`src/rtl/spectral_peak_finder_pkg.sv`:
```
// Shared types and default sizing for the spectral front end (magnitude stage and peak finder).
package spectral_pkg;

  localparam int DEF_NUM_BINS  = 1024;
  localparam int DEF_MAG_WIDTH = 32;

  function automatic int bin_width(input int num_bins);
    return $clog2(num_bins);
  endfunction

  localparam int BIN_W = bin_width(DEF_NUM_BINS);

  typedef enum logic [1:0] {
    IDLE   = 2'd0,
    SCAN   = 2'd1,
    REPORT = 2'd2
  } state_e;

endpackage

```
`src/rtl/spectral_peak_finder_peak_tracker.sv`:
```
// Running maximum over a frame's in-window bins; neighbour magnitudes are kept when PEAK_INTERP_EN is defined.
module peak_tracker #(
  parameter int BIN_W     = 10,
  parameter int MAG_WIDTH = 32,
  parameter int MIN_BIN   = 1
) (
  input  logic                 clk_in,
  input  logic                 rst_in,
  input  logic                 clear_in,
  input  logic                 sample_in,
  input  logic                 window_in,
  input  logic [BIN_W-1:0]     bin_in,
  input  logic [MAG_WIDTH-1:0] mag_in,
  output logic [MAG_WIDTH-1:0] nxt_mag_out,
  output logic [BIN_W-1:0]     nxt_bin_out
`ifdef PEAK_INTERP_EN
  ,
  output logic [MAG_WIDTH-1:0] nxt_left_out,
  output logic [MAG_WIDTH-1:0] nxt_right_out
`endif
);

  logic [MAG_WIDTH-1:0] best_mag_q, best_mag_d, base_mag_s;
  logic [BIN_W-1:0]     best_bin_q, best_bin_d, base_bin_s;
  logic                 update_s;
`ifdef PEAK_INTERP_EN
  logic [MAG_WIDTH-1:0] prev_mag_q, prev_mag_d, prev_base_s;
  logic [MAG_WIDTH-1:0] left_q, left_d, right_q, right_d;
  logic                 pend_q, pend_d;
`endif

  // Clear folds into the compare so a frame-start sample is judged against an empty history.
  always_comb begin
    base_mag_s = clear_in ? {MAG_WIDTH{1'b0}} : best_mag_q;
    base_bin_s = clear_in ? BIN_W'(MIN_BIN) : best_bin_q;
    update_s   = sample_in && window_in && (mag_in > base_mag_s);
    best_mag_d = update_s ? mag_in : base_mag_s;
    best_bin_d = update_s ? bin_in : base_bin_s;
`ifdef PEAK_INTERP_EN
    prev_base_s = clear_in ? {MAG_WIDTH{1'b0}} : prev_mag_q;
    prev_mag_d  = sample_in ? mag_in : prev_mag_q;
    left_d      = left_q;
    right_d     = right_q;
    pend_d      = pend_q;
    if (update_s) begin
      left_d  = prev_base_s;
      right_d = {MAG_WIDTH{1'b0}};
      pend_d  = 1'b1;
    end else if (clear_in) begin
      left_d  = {MAG_WIDTH{1'b0}};
      right_d = {MAG_WIDTH{1'b0}};
      pend_d  = 1'b0;
    end else if (sample_in && pend_q) begin
      right_d = mag_in;
      pend_d  = 1'b0;
    end else begin
      pend_d = pend_q;
    end
`endif
  end

  always_ff @(posedge clk_in) begin
    if (rst_in) begin
      best_mag_q <= {MAG_WIDTH{1'b0}};
      best_bin_q <= BIN_W'(MIN_BIN);
`ifdef PEAK_INTERP_EN
      prev_mag_q <= {MAG_WIDTH{1'b0}};
      left_q     <= {MAG_WIDTH{1'b0}};
      right_q    <= {MAG_WIDTH{1'b0}};
      pend_q     <= 1'b0;
`endif
    end else begin
      best_mag_q <= best_mag_d;
      best_bin_q <= best_bin_d;
`ifdef PEAK_INTERP_EN
      prev_mag_q <= prev_mag_d;
      left_q     <= left_d;
      right_q    <= right_d;
      pend_q     <= pend_d;
`endif
    end
  end

  assign nxt_mag_out = best_mag_d;
  assign nxt_bin_out = best_bin_d;
`ifdef PEAK_INTERP_EN
  assign nxt_left_out  = left_d;
  assign nxt_right_out = right_d;
`endif

endmodule

```
`src/rtl/spectral_peak_finder.sv`:
```
// Per-frame spectral peak finder: frame FSM, bin counter and registered report outputs.
// Optional PEAK_INTERP_EN adds peak_left_out/peak_right_out neighbour magnitudes.
module spectral_peak_finder
  import spectral_pkg::*;
#(
  parameter int NUM_BINS  = DEF_NUM_BINS,
  parameter int MAG_WIDTH = DEF_MAG_WIDTH,
  parameter int MIN_BIN   = 1,
  parameter int MAX_BIN   = 511
) (
  input  logic                         clk_in,
  input  logic                         rst_in,
  input  logic [MAG_WIDTH-1:0]         mag_in,
  input  logic                         mag_valid_in,
  input  logic                         frame_start_in,
  input  logic [MAG_WIDTH-1:0]         threshold_in,
  output logic                         peak_valid_out,
  output logic [$clog2(NUM_BINS)-1:0]  peak_bin_out,
  output logic [MAG_WIDTH-1:0]         peak_mag_out,
  output logic                         peak_found_out,
  output logic                         frame_error_out
`ifdef PEAK_INTERP_EN
  ,
  output logic [MAG_WIDTH-1:0]         peak_left_out,
  output logic [MAG_WIDTH-1:0]         peak_right_out
`endif
);

  localparam int BW = bin_width(NUM_BINS);
  localparam logic [BW-1:0] LAST_BIN = BW'(NUM_BINS - 1);

  state_e               state_q, state_d;
  logic [BW-1:0]        cnt_q, cnt_d;
  logic [MAG_WIDTH-1:0] thr_q, thr_d;
  logic                 peak_valid_q, peak_valid_d;
  logic [BW-1:0]        peak_bin_q, peak_bin_d;
  logic [MAG_WIDTH-1:0] peak_mag_q, peak_mag_d;
  logic                 peak_found_q, peak_found_d;
  logic                 frame_error_q, frame_error_d;

  logic                 clear_s, sample_s, window_s;
  logic [BW-1:0]        bin_s;
  int                   bin_int_s;
  logic [MAG_WIDTH-1:0] nxt_mag_s;
  logic [BW-1:0]        nxt_bin_s;
`ifdef PEAK_INTERP_EN
  logic [MAG_WIDTH-1:0] nxt_left_s, nxt_right_s;
  logic [MAG_WIDTH-1:0] peak_left_q, peak_left_d, peak_right_q, peak_right_d;
`endif

  always_comb begin
    state_d       = state_q;
    cnt_d         = cnt_q;
    thr_d         = thr_q;
    peak_valid_d  = 1'b0;
    peak_bin_d    = peak_bin_q;
    peak_mag_d    = peak_mag_q;
    peak_found_d  = peak_found_q;
    frame_error_d = 1'b0;
    clear_s       = 1'b0;
    sample_s      = 1'b0;
    bin_s         = cnt_q;
`ifdef PEAK_INTERP_EN
    peak_left_d   = peak_left_q;
    peak_right_d  = peak_right_q;
`endif
    // A frame-start sample restarts from any state; inside SCAN it also flags the aborted frame.
    if (mag_valid_in && frame_start_in) begin
      thr_d         = threshold_in;
      cnt_d         = BW'(1);
      state_d       = SCAN;
      clear_s       = 1'b1;
      sample_s      = 1'b1;
      bin_s         = {BW{1'b0}};
      frame_error_d = (state_q == SCAN);
    end else begin
      case (state_q)
        SCAN: begin
          if (mag_valid_in) begin
            sample_s = 1'b1;
            if (cnt_q == LAST_BIN) begin
              state_d      = REPORT;
              cnt_d        = {BW{1'b0}};
              peak_valid_d = 1'b1;
              peak_bin_d   = nxt_bin_s;
              peak_mag_d   = nxt_mag_s;
              peak_found_d = (nxt_mag_s > thr_q);
`ifdef PEAK_INTERP_EN
              peak_left_d  = nxt_left_s;
              peak_right_d = nxt_right_s;
`endif
            end else begin
              cnt_d = cnt_q + BW'(1);
            end
          end else begin
            state_d = SCAN;
          end
        end
        IDLE, REPORT: state_d = IDLE;
        default:      state_d = IDLE;
      endcase
    end
    bin_int_s = int'(bin_s);
    window_s  = (bin_int_s >= MIN_BIN) && (bin_int_s <= MAX_BIN);
  end

  always_ff @(posedge clk_in) begin
    if (rst_in) begin
      state_q       <= IDLE;
      cnt_q         <= {BW{1'b0}};
      thr_q         <= {MAG_WIDTH{1'b0}};
      peak_valid_q  <= 1'b0;
      peak_bin_q    <= {BW{1'b0}};
      peak_mag_q    <= {MAG_WIDTH{1'b0}};
      peak_found_q  <= 1'b0;
      frame_error_q <= 1'b0;
`ifdef PEAK_INTERP_EN
      peak_left_q   <= {MAG_WIDTH{1'b0}};
      peak_right_q  <= {MAG_WIDTH{1'b0}};
`endif
    end else begin
      state_q       <= state_d;
      cnt_q         <= cnt_d;
      thr_q         <= thr_d;
      peak_valid_q  <= peak_valid_d;
      peak_bin_q    <= peak_bin_d;
      peak_mag_q    <= peak_mag_d;
      peak_found_q  <= peak_found_d;
      frame_error_q <= frame_error_d;
`ifdef PEAK_INTERP_EN
      peak_left_q   <= peak_left_d;
      peak_right_q  <= peak_right_d;
`endif
    end
  end

  peak_tracker #(
    .BIN_W     (BW),
    .MAG_WIDTH (MAG_WIDTH),
    .MIN_BIN   (MIN_BIN)
  ) u_tracker (
    .clk_in        (clk_in),
    .rst_in        (rst_in),
    .clear_in      (clear_s),
    .sample_in     (sample_s),
    .window_in     (window_s),
    .bin_in        (bin_s),
    .mag_in        (mag_in),
    .nxt_mag_out   (nxt_mag_s),
    .nxt_bin_out   (nxt_bin_s)
`ifdef PEAK_INTERP_EN
    ,
    .nxt_left_out  (nxt_left_s),
    .nxt_right_out (nxt_right_s)
`endif
  );

  assign peak_valid_out  = peak_valid_q;
  assign peak_bin_out    = peak_bin_q;
  assign peak_mag_out    = peak_mag_q;
  assign peak_found_out  = peak_found_q;
  assign frame_error_out = frame_error_q;
`ifdef PEAK_INTERP_EN
  assign peak_left_out   = peak_left_q;
  assign peak_right_out  = peak_right_q;
`endif

endmodule
```
`config.mk`:
```
export PLATFORM = sky130hd
export DESIGN_NAME = spectral_peak_finder
export DESIGN_NICKNAME = d
export VERILOG_FILES = /design/src/rtl/spectral_peak_finder_pkg.sv /design/src/rtl/spectral_peak_finder_peak_tracker.sv /design/src/rtl/spectral_peak_finder.sv
export SDC_FILE = /design/constraint.sdc
export NUM_CORES = 1
export LEC_CHECK = 0
export BUFFER_PORTS_ARGS = -buffer_cell sky130_fd_sc_hd__clkbuf_2
export CAP_MARGIN = 5
export CORE_AREA = 4 4 139 141
export DETAILED_ROUTE_END_ITERATION = 16
export DIE_AREA = 0 0 143 145
export SLEW_MARGIN = 20
export SYNTH_ARGS = -nofsm -noshare
export SYNTH_HDL_FRONTEND = slang
export SYNTH_HIERARCHICAL = 1
export SYNTH_SLANG_ARGS = --single-unit
```
`constraint.sdc`:
```
create_clock -name clk_in -period 4.4 [get_ports clk_in]
set_input_delay 0.22 -clock clk_in [delete_from_list [all_inputs] [get_ports clk_in]]
set_output_delay 0.22 -clock clk_in [all_outputs]
set_load 0.01 [all_outputs]
```
# Yosys cells after proc, flatten, opt, wreduce, memory -nomap -nowiden
# Index checks and enable logic that the tools add are counted.
# op_classes
addsub,1
n_lt_le_gt_ge,4
n_eq_ne,3
n_mux,18
bitwise_logic,3
n_reduce_logical,12
# ops
cell,count
32-bit greater-than comparator,2
32-bit two-way mux,2
10-bit two-way mux,4
1-bit two-way mux,12
10-bit by 1-bit adder with 10-bit output (second input constant),1
10-bit equality test (second input constant),1
10-bit by 1-bit >= comparator with 1-bit output (second input constant),1
10-bit by 9-bit less-or-equal comparator with 1-bit output (second input constant),1
1-bit logical AND,4
4-bit by 3-bit != test with 1-bit output (second input constant),1
2-bit AND reduction,2
4-bit AND reduction,1
2-bit nonzero test,2
2-bit OR reduction,2
4-bit OR reduction,1
1-bit NOT,3
2-bit by 1-bit equality test with 1-bit output (second input constant),1
# word_totals
reg_bits,131
input_bits,68
word_cells,53

# Depth between registers and ports, before layout
# depth
depth_word,8
ltp_mapped,20
mapped_depth_nobuf,17

# Modules after synthesis
# Netlist, hierarchy kept.
# modules_own_cells
module,n_inst,cells_per_inst,area_each_um2,seq_area_each_um2
spectral_peak_finder,1,518,4071.4,1781.7
peak_tracker,1,359,3100.5,840.8

# Worst setup path before layout
# Ideal clock, no wire load.
# synth_path
path_type,in2reg
start,input frame_start_in
end,"register peak_found_q, in the netlist peak_found_out"
setup_time_ns,0.139
arrival_time_ns,3.913
required_ns,4.261
setup_slack_ns,0.347
path_stages,19
n_path_buf,3
cell_sequence,nand2_1 -> clkinv_1 -> clkbuf_1 -> clkbuf_1 -> nand2b_1 -> ha_1 -> nand4_1 -> nor4_4 -> a21o_2 -> a31oi_4 -> nor2_4 -> buf_4 -> mux2i_1 -> ha_1 -> nand4_1 -> nor3_1 -> a221o_1 -> a2111oi_4 -> a221oi_1
# synth_rtl
item,line_no,source
"start, declared",spectral_peak_finder.sv:15,"input logic frame_start_in,"
1-bit logical AND *,spectral_peak_finder.sv:68,if (mag_valid_in && frame_start_in) begin
1-bit two-way mux *,spectral_peak_finder.sv:68,
named net clear_s,spectral_peak_finder.sv:41,"logic clear_s, sample_s, window_s;"
32-bit two-way mux *,spectral_peak_finder_peak_tracker.sv:34,base_mag_s = clear_in ? {MAG_WIDTH{1'b0}} : best_mag_q;
32-bit greater-than comparator,spectral_peak_finder_peak_tracker.sv:36,update_s = sample_in && window_in && (mag_in > base_mag_s);
1-bit logical AND,spectral_peak_finder_peak_tracker.sv:36,
32-bit two-way mux *,spectral_peak_finder_peak_tracker.sv:37,best_mag_d = update_s ? mag_in : base_mag_s;
named net nxt_mag_s[30],spectral_peak_finder.sv:44,logic [MAG_WIDTH-1:0] nxt_mag_s;
32-bit greater-than comparator *,spectral_peak_finder.sv:87,peak_found_d = (nxt_mag_s > thr_q);
"end signal, assigned",spectral_peak_finder.sv:128,peak_found_q <= peak_found_d;
"end, declared",spectral_peak_finder.sv:38,"logic peak_found_q, peak_found_d;"
# The timed path passes the listed nets; every way through them passes the cells marked *.
# A chain may end at the register's enable or synchronous reset.

# Worst setup path in the final report
# layout_path
start,input mag_valid_in
end,"register peak_found_q, in the netlist peak_found_out"
# layout_via
elab_chain_len,8
# layout_lines
item,line_no,source
"start, declared",spectral_peak_finder.sv:14,"input logic mag_valid_in,"
"parallel branches: the longest is 6 deep, another holds 32-bit greater-than comparator",--,
32-bit two-way mux *,spectral_peak_finder_peak_tracker.sv:37,
named net nxt_mag_s[14],spectral_peak_finder.sv:44,
32-bit greater-than comparator *,spectral_peak_finder.sv:87,
# Mark *: on every way through the listed nets, which the timed path passes.

==> impl_metrics.yaml <==
timing:
  fin_crit_sh: 0.891
  fmax_mhz: 255
  fin_setup_tns_ns: 0
  clock_skew_ns: 0.00725
  hold_viol: 0
  max_slew_margin: 0.308
  worstMarginPinSlew_ns: 1.04
  period_needed_ns: 3.92
  rsz0062_at_grt: "no"
  setup_slack_ns: 0.478
  slew_viol_final: 0
  setup_violations: 0
routing:
  antenna_left: 0
  remaining_drc_errors: 0
  wl_per_cell_um: 16.0
  drtPass1Iterations: 7
  wl_um: 19500
  vias: 6371
  via_per_inst: 5.24
  drtIter0Drc: 422
finish:
  fillCellCount: 1789
  final_cell_mix: "nand2_1, dfxtp_1, a21oi_1"
  final_common_cell: "nand2_1"
  layout-drive-gt1-share: 0.182
  nNetsFinal: 1106
  final_cell_area_sq_mm: 0.00857
  antennaDiodeCount: 0
  area_growth_pct: 19.5
floorplan:
  fp-row-count: 49
  die_h_um: 145
  initial_core_util: 0.399
  die-area_sq_mm: 0.0207
  die_w_um: 143
  core_sq_mm: 0.0180
  ios: 113
yosys:
  synth-main-ff-cell: "dfxtp_1"
  syn_inst: 877
  syn_area_per_cell_sq_um: 8.18
  syn-cell-area_sq_mm: 0.00717
  ys_warn_count: 6
  ys_types: 56
  synth_enable_flop_cells: 0
  ys_ff_latch: 131
  synth_fp_nets: 1010
  yosysSeqAreaShare: 0.366
  async_flop_share: 0
clock_tree:
  cts.sinks: 131
  clk_pin_slew_ns: 0.06
  htree_levels: 4
  cts_made_buffers: 17
  cts_resized: 0
  cts_root_buffer: "clkbuf_16"
  clk_path_buf_depth: 2
  clock_latency_ns: 0.43
  cts_tree: "built"
grt:
  grt_pass1_wl_um: 32000
  grt_max_degree: 98
  grt_antenna_before_repair: 0
  gr-total-overflow: 0
  first_global_vias: 6150
  grtUsageTotal: 0.192
run:
  maxCapViolations: 0
critical_path:
  cp-startpoint: "mag_valid_in"
  reg2reg_depth: 15
  r2r_end: "peak_found_out"
  worst_setup_path_end_kind: "flip-flop"
  r2r_start: "u_tracker/best_mag_q[11]"
  critPathLaunchType: "primary input"
  endpoint: "peak_found_out"
  worstPathRequired_ns: 4.66
  worstPathMaxFanout: 33
  rrSetupSlack_ns: 0.49
  crit_arrival_ns: 4.18
  criticalPathCategory: "in -> reg"
pwr:
  swShare: 0.255
  power.leakage_nw: 3.74
  comb_power_share: 0.102
  p_switching_mw: 0.760
  internal-power_mw: 2.22
  powerDensity_mw_per_mm2: 348
  seqPwrFrac: 0.408
  pwr-share-clk: 0.490
  finalPower_mw: 2.98
  ir_worst_vdd_v: 0.000298
placed_design:
  dpl.hpwl_um: 13800
  post-place-ws_ns: 0.0990
  portBuffers: 112
  placed_cell_area_sq_mm: 0.00795
  gp_congestion: 0.804
hold_path:
  hold_path_class: "in -> reg"
run_status:
  outcome: "finished clean"
==> worst min path at each step <==
stage | end | from | depth (start not counted)
global placement | thr_q[19] | thr_q[19] | 2
floorplan | thr_q[10] | threshold_in[10] | 2
CTS | thr_q[6] | threshold_in[6] | 3
global route | thr_q[6] | threshold_in[6] | 3
detailed placement | peak_mag_out[0] | peak_mag_out[0] | 2
finish | thr_q[6] | threshold_in[6] | 3
==> Yosys cell counts, drive strengths merged, types with 12 or more instances <==
| library cell | instances | area (sq um) |
|---|---|---|
| mux2i | 31 | 310 |
| o31ai | 32 | 240 |
| inv | 65 | 244 |
| dfxtp | 131 | 2620 |
| nand2b | 32 | 200 |
| clkbuf | 38 | 143 |
| nand4 | 18 | 134 |
| nand2 | 180 | 676 |
| buf | 16 | 113 |
| nor2 | 12 | 52.6 |
| o21ai | 16 | 80.1 |
| or4 | 31 | 233 |
| a21oi | 114 | 571 |
| ha | 65 | 813 |
==> metrics by stage <==
step / hold slack [ns] / util / std cells
after floorplan: 0.356 / - / 877
after global placement: 0.443 / 0.442 / 1181
after detailed placement: 0.446 / 0.442 / 1181
after CTS: 0.00251 / 0.477 / 1215
after global routing: 0.00887 / 0.477 / 1215
final: 0.0149 / 0.477 / 1215
==> flip-flops by register name, summed over array words and instances, names as in the netlist <==
name and count:
peak_mag_out 32, thr_q 32, u_tracker/best_mag_q 32, cnt_q 10
peak_bin_out 10, u_tracker/best_bin_q 10, state_q 2, frame_error_out 1
peak_found_out 1, peak_valid_out 1
==> area by class of cell <==
cell class,count,area [sq um],area share
multi-input cells,626,4050,0.472
flip-flops and latches,131,2620,0.306
repair buffers,131,761,0.0887
clock buffers,17,425,0.0496
well taps,229,287,0.0334
inverters,66,248,0.0289
clock inverters,15,181,0.0212
==> critical path: stages <==
cell and delay, ns:
clkbuf_2 0.11, nand2_1 0.09, inv_2 0.06, buf_12 0.16, nand2b_1 0.19, ha_1 0.32, nand4_1 0.19, nor4_2 0.39
a21o_2 0.22, a31oi_4 0.05, nor2_4 0.18, buf_12 0.22, mux2i_1 0.47, ha_1 0.35, a21oi_1 0.15, nand2_1 0.07
a21o_1 0.18, o41ai_1 0.42, a221oi_1 0.13
==> power by group through the flow <==
| stage | Sequential (mW) | Clock [mW] | Combinational [mW] |
|---|---|---|---|
| floorplan | 1.24 | 0 | 0.197 |
| global placement | 1.24 | 0 | 0.300 |
| detailed placement | 1.24 | 0 | 0.300 |
| CTS | 1.22 | 1.49 | 0.304 |
| global route | 1.22 | 1.55 | 0.343 |
| finish | 1.22 | 1.46 | 0.303 |
==> kinds of logic after synthesis <==
logic type | Yosys count | synth area share
AND/OR/NAND/NOR | 334 | 0.240
XOR/XNOR | 7 | 0.00855
buffers and inverters | 120 | 0.0701
AO/OA/AOI/OAI | 189 | 0.159
adder cells (fa/ha/maj) | 65 | 0.113
multiplexers | 31 | 0.0433
flip-flops | 131 | 0.366
==> layer usage <==
layer  vias to the layer above  wire length [um]  track usage
met4                         0               407       0.0684
met2                       122              8610        0.285
li1                       3261                 -            -
met3                        24               846       0.0369
met1                      2964              9610        0.276
met5                         -                 0            0
==> what timing repair did <==
item,in CTS,in global routing
setup buffers,0,0
hold endpoints to repair,2,0
hold buffers,2,0
(Power assumes the default switching activity.)
